[config.mk]
export PLATFORM = sky130hd
export DESIGN_NAME = sprite_palette_scheduler
export DESIGN_NICKNAME = d
export VERILOG_FILES = /design/src/rtl/sprite_palette_scheduler.sv
export SDC_FILE = /design/constraint.sdc
export NUM_CORES = 1
export LEC_CHECK = 0
export ABC_CLOCK_PERIOD_IN_PS = 5800
export CORE_UTILIZATION = 50
export CTS_CLUSTER_SIZE = 12
export DETAILED_ROUTE_END_ITERATION = 10
export PLACE_DENSITY = 0.87
export SETUP_SLACK_MARGIN = 0.3
export SYNTH_ARGS = -nofsm -noshare
export SYNTH_HDL_FRONTEND = slang
export SYNTH_SLANG_ARGS = --single-unit
export TNS_END_PERCENT = 20
[constraint.sdc]
create_clock -name Clk -period 5.8 [get_ports Clk]
set_input_delay 1.16 -clock Clk [delete_from_list [all_inputs] [get_ports Clk]]
set_output_delay 1.16 -clock Clk [all_outputs]
set_load 0.05 [all_outputs]
[src/rtl/sprite_palette_scheduler.sv]
// sprite_palette_scheduler
//   Shares one 16-entry sprite palette between two fighter layers and the
//   stage background, one pixel per clock. Stage 1 resolves layering and
//   transparency and drives the palette index. Stage 2 picks the final colour
//   from background, palette or hit-flash colour.
//   Each player has a flash FSM (IDLE/ON/OFF) stepped by frame_start pulses.
// Ports
//   Clk, Reset           pixel clock, asynchronous active-high reset
//   frame_start          one-cycle pulse at the first pixel of a frame
//   pix_valid            current pixel is in the active area
//   p1_index, p2_index   sprite palette indices for the current pixel
//   p1_hit, p2_hit       one-cycle pulses: player was struck
//   front_sel            requested top layer (0 = P1, 1 = P2)
//   bg_rgb               background colour for the current pixel
//   pal_index / pal_rgb  shared combinational palette lookup
//   rgb, rgb_valid       final pixel colour, two clocks after the inputs
module sprite_palette_scheduler #(
  parameter logic [3:0]  TRANSP_INDEX = 4'h0,
  parameter int          FLASH_FRAMES = 16,
  parameter int          BLINK_FRAMES = 2,
  parameter logic [11:0] FLASH_RGB    = 12'hFFF
) (
  input  logic        Clk,
  input  logic        Reset,
  input  logic        frame_start,
  input  logic        pix_valid,
  input  logic [3:0]  p1_index,
  input  logic [3:0]  p2_index,
  input  logic        p1_hit,
  input  logic        p2_hit,
  input  logic        front_sel,
  input  logic [11:0] bg_rgb,
  output logic [3:0]  pal_index,
  input  logic [11:0] pal_rgb,
  output logic [11:0] rgb,
  output logic        rgb_valid
);

  localparam logic [7:0] FLASH_N = 8'(FLASH_FRAMES);
  localparam logic [7:0] BLINK_N = 8'(BLINK_FRAMES);

  localparam logic [1:0] SRC_BG = 2'd0;
  localparam logic [1:0] SRC_P1 = 2'd1;
  localparam logic [1:0] SRC_P2 = 2'd2;

  typedef enum logic [1:0] {IDLE, ON, OFF} flash_t;

  flash_t     fstate   [2];
  flash_t     fstate_n [2];
  logic [7:0] fcnt     [2];
  logic [7:0] fcnt_n   [2];
  logic [7:0] bcnt     [2];
  logic [7:0] bcnt_n   [2];
  logic [1:0] hit;

  logic       front_q;
  logic       front_eff;
  logic [3:0] front_idx;
  logic [3:0] back_idx;
  logic [3:0] win_idx;
  logic [1:0] win_src;

  logic [1:0]  src_p1;
  logic [11:0] bg_p1;
  logic        vld_p1;
  logic        flash_on;

  assign hit = {p2_hit, p1_hit};

  // Flash FSMs: a hit always restarts at ON with fresh counters, and swallows
  // a coincident frame_start. fcnt counts frames since the hit, bcnt counts
  // frames within the current ON/OFF phase.
  always_ff @(posedge Clk or posedge Reset) begin
    if (Reset) begin
      for (int i = 0; i < 2; i++) begin
        fstate[i] <= IDLE;
        fcnt[i]   <= 8'd0;
        bcnt[i]   <= 8'd0;
      end
    end else begin
      for (int i = 0; i < 2; i++) begin
        fstate[i] <= fstate_n[i];
        fcnt[i]   <= fcnt_n[i];
        bcnt[i]   <= bcnt_n[i];
      end
    end
  end

  always_comb begin
    for (int i = 0; i < 2; i++) begin
      fstate_n[i] = fstate[i];
      fcnt_n[i]   = fcnt[i];
      bcnt_n[i]   = bcnt[i];
      if (hit[i]) begin
        fstate_n[i] = ON;
        fcnt_n[i]   = 8'd0;
        bcnt_n[i]   = 8'd0;
      end else if (frame_start && fstate[i] != IDLE) begin
        if (fcnt[i] + 8'd1 == FLASH_N) begin
          fstate_n[i] = IDLE;
          fcnt_n[i]   = 8'd0;
          bcnt_n[i]   = 8'd0;
        end else begin
          fcnt_n[i] = fcnt[i] + 8'd1;
          if (bcnt[i] + 8'd1 == BLINK_N) begin
            bcnt_n[i]   = 8'd0;
            fstate_n[i] = (fstate[i] == ON) ? OFF : ON;
          end else begin
            bcnt_n[i] = bcnt[i] + 8'd1;
          end
        end
      end
    end
  end

  // Layer order is latched at frame_start; the frame_start pixel itself
  // already uses the newly requested order.
  always_ff @(posedge Clk or posedge Reset) begin
    if (Reset) begin
      front_q <= 1'b0;
    end else if (frame_start) begin
      front_q <= front_sel;
    end
  end

  always_comb begin
    front_eff = frame_start ? front_sel : front_q;
    front_idx = front_eff ? p2_index : p1_index;
    back_idx  = front_eff ? p1_index : p2_index;
    win_idx   = TRANSP_INDEX;
    win_src   = SRC_BG;
    if (front_idx != TRANSP_INDEX) begin
      win_idx = front_idx;
      win_src = front_eff ? SRC_P2 : SRC_P1;
    end else if (back_idx != TRANSP_INDEX) begin
      win_idx = back_idx;
      win_src = front_eff ? SRC_P1 : SRC_P2;
    end
  end

  // ---- stage 1: winner index to palette, tag and background registered ----
  always_ff @(posedge Clk or posedge Reset) begin
    if (Reset) begin
      pal_index <= TRANSP_INDEX;
      src_p1    <= SRC_BG;
      bg_p1     <= 12'd0;
      vld_p1    <= 1'b0;
    end else begin
      pal_index <= win_idx;
      src_p1    <= win_src;
      bg_p1     <= bg_rgb;
      vld_p1    <= pix_valid;
    end
  end

  assign flash_on = ((src_p1 == SRC_P1) && (fstate[0] == ON)) ||
                    ((src_p1 == SRC_P2) && (fstate[1] == ON));

  // ---- stage 2: final colour select ----
  always_ff @(posedge Clk or posedge Reset) begin
    if (Reset) begin
      rgb       <= 12'd0;
      rgb_valid <= 1'b0;
    end else begin
      rgb_valid <= vld_p1;
      if (!vld_p1)                rgb <= 12'd0;
      else if (src_p1 == SRC_BG)  rgb <= bg_p1;
      else if (flash_on)          rgb <= FLASH_RGB;
      else                        rgb <= pal_rgb;
    end
  end

endmodule

==> run metrics <==
fmax 358 MHz; routed vias/inst 5.96; clock share of power 0.340; critical path arrival roughly 3100 ps; CTS clk-pin slew, worst paths 80 ps; switch share 0.308; core area 0.00646 mm²; async set or reset register ratio after synthesis 1.00; TNS Setup 0 ps; peak supply drop approximately 0.00021 V; clock latency on the worst-skew pair ~350 ps; Cells after Synth between 300 and 400; Worst Hold Class reg -> reg; Post-synth EDFFs 0; most frequent cells in the layout 69 x dfrtp_1, 55 x clkdlybuf4s50_1, 33 x nor2_1; share of cells above drive strength 1 0.118; setup violators final 0; Pint 0.748 mW; io pins between 50 and 60; Initial Utilization 0.528; Worst Setup Start Kind input port; Main synth FF type dfrtp_1; Total Wirelength 6.97 mm; clk buf depth 2; fin. max-slew vios 0; CP max stage cell clkdlybuf4s50_1; status complete, no violations; IO buf count 55; Fin. Hold Viols 0; Most common cell on crit path a21oi_1; first-pass detailed-route iteration total 5; kind of end point of the critical path flop; net load switching power between 0.3 and 0.4 mW; Final Power between 1 and 1.5 mW; yosys warns 0; slew margin rel. 0.164; crit share post-route 0.482; number of global-route vias before repair between 2000 and 3000; global-route usage over all layers 0.213; first-pass GRT wire length about 12 mm; sequential share of the synthesized area 0.507; Die Span Y between 80 and 90 µm; crit path max fanout 13; Worst Tran Pin Value 1240 ps; TritonCTS clock tree yes; gpl congestion 0.870; htree depth 3; syn_nets 380; post-layout min period 2800 ps; CP Class in -> reg; most common cell after layout, fill and taps aside dfrtp_1; largest net degree at the start of global routing 70; power share of the sequential group 0.487; Leakage roughly 1.7 nW; hold_buf cts 0; total congestion overflow 0; antenna diode count 0; DRC 0; Post-CTS Setup Bufs 0; syn_area_per_cell slightly above 10 µm²; hold slack final between 500 and 600 ps; WP data required about 6100 ps; DIE AREA ~0.007 mm²; drt first-iter violations 258; clk_skew 8.35 ps; HPWL after DPL 4.81 mm; routed via count 2789; initial antenna violation count 0; cell area power density about 260 mW/mm²; combinational share of power 0.173; Synth Cell Area roughly 0.0034 mm²; post-synth cell types 59; Routed wire per std cell approximately 15 µm; CP peak stage delay a little under 600 ps; CTS resizes 0; DRT antenna net count 0; max-cap violation count 0; Die Width about 85 µm; FP Rows 29; CTS Buf Count 9; flip-flop and latch count after synthesis 69; Bufs and invs on worst path 1; clk sinks 69; Final nets 431; Layout area overhead 22.5%; RSZ-0062 raised after global routing no; critical path's top delay family compound AO/OA/AOI/OAI gates; crit path cell chain clkdlybuf4s50_1 -> o21ai_0 -> a21oi_1 -> nand3b_1 -> a21oi_1; root buf cell clkbuf_8
==> worst register-to-register path: cells and delay by family, from the launching register on <==
kind,cells,cell delay (ps)
AND/OR/NAND/NOR,2,130
multiplexers,1,300
AO/OA/AOI/OAI,2,1130
flip-flops,1,430
==> synth_stat cells (3+ instances only) <==
| library cell | instances | share of area |
|---|---|---|
| o21a_1 | 4 | 0.0088 |
| o221a_2 | 13 | 0.043 |
| a22oi_1 | 4 | 0.0088 |
| inv_1 | 11 | 0.012 |
| nand2_1 | 30 | 0.033 |
| nor3_1 | 4 | 0.0059 |
| clkbuf_1 | 11 | 0.012 |
| mux2i_1 | 3 | 0.0088 |
| o21ai_0 | 11 | 0.016 |
| a21boi_0 | 3 | 0.0066 |
| o21ai_1 | 3 | 0.0044 |
| or3_1 | 3 | 0.0055 |
| a31oi_1 | 3 | 0.0055 |
| nor2_1 | 33 | 0.036 |
| xnor2_1 | 3 | 0.0077 |
| nand3b_1 | 4 | 0.0088 |
| o32ai_1 | 3 | 0.0077 |
| nand3_1 | 9 | 0.013 |
| nand4_1 | 8 | 0.015 |
| and3_1 | 5 | 0.0092 |
| o41ai_1 | 3 | 0.0077 |
| ha_1 | 6 | 0.022 |
| or2_2 | 4 | 0.0073 |
| dfrtp_1 | 69 | 0.51 |
| nor4_1 | 5 | 0.0092 |
| nor3b_1 | 4 | 0.0088 |
| buf_2 | 3 | 0.0044 |
| xor2_1 | 9 | 0.023 |
| a21oi_1 | 26 | 0.038 |
==> per-stage QoR <==
step | setup slack (ps) | instance area [µm²] | instances | utilization
floorplan | 2900 | 3410 | 335 | -
global placement | 2760 | 3990 | 452 | 0.617
detailed placement | 2680 | 3990 | 452 | 0.617
CTS | 3040 | 4170 | 468 | 0.646
global route | 2810 | 4170 | 468 | 0.646
finish | 3000 | 4170 | 468 | 0.646
==> power by group through the flow <==
stage,Sequential (mW),Clock (mW),Combinational (mW)
floorplan,0.577,0,0.0734
finish,0.527,0.367,0.188
global route,0.531,0.394,0.205
global placement,0.535,0,0.185
CTS,0.527,0.373,0.189
detailed placement,0.536,0,0.188
==> worst paths after layout <==
| path | start | end | slack (ps) | cells past startpoint |
|---|---|---|---|---|
| max | frame_start | bcnt[5] | 3000 | 5 |
| min | bg_p1[7] | rgb[7] | 530 | 1 |
| max reg2reg | fstate[0] | bcnt[7] | 3680 | 5 |
| min reg2reg | bg_p1[7] | rgb[7] | 530 | 1 |
| max in group asynchronous | Reset | front_q | 3880 | 3 |
| min in group asynchronous | Reset | rgb[6] | 1360 | 3 |
==> layout make-up <==
| type | instances | area, µm² |
|---|---|---|
| clock buffers | 9 | 124 |
| clock inverters | 7 | 62.6 |
| repair buffers | 57 | 566 |
| well taps | 77 | 96.3 |
| fillers | 496 | 2290 |
| inverters | 11 | 41.3 |
| flip-flops and latches | 69 | 1730 |
| multi-input cells | 238 | 1560 |
==> cell families (layout without fill, tap and decap cells) <==
| family | Yosys count | in the layout | synth area share |
|---|---|---|---|
| mux | 5 | 5 | 0.0154 |
| flops | 69 | 69 | 0.507 |
| simple gates | 128 | 128 | 0.204 |
| buf+inv | 28 | 84 | 0.0364 |
| fa+ha+maj | 6 | 6 | 0.0220 |
| xor+xnor | 12 | 12 | 0.0309 |
| compound gates | 87 | 87 | 0.185 |
==> per-layer routing <==
layer  track usage  routed length, µm  vias to the layer above
li1              -                  -                     1329
met1         0.296               3150                     1348
met2         0.334               3290                       99
met3        0.0403                412                       13
met4        0.0817                113                        0
met5             0                  0                        -
==> flip-flops by register name (all words and copies together) (netlist names) <==
register   cells
front_q        1
fcnt          16
vld_p1         1
rgb           12
src_p1         2
bg_p1         12
rgb_valid      1
bcnt          16
pal_index      4
fstate         4
Power figures use the tool's default switching activity.
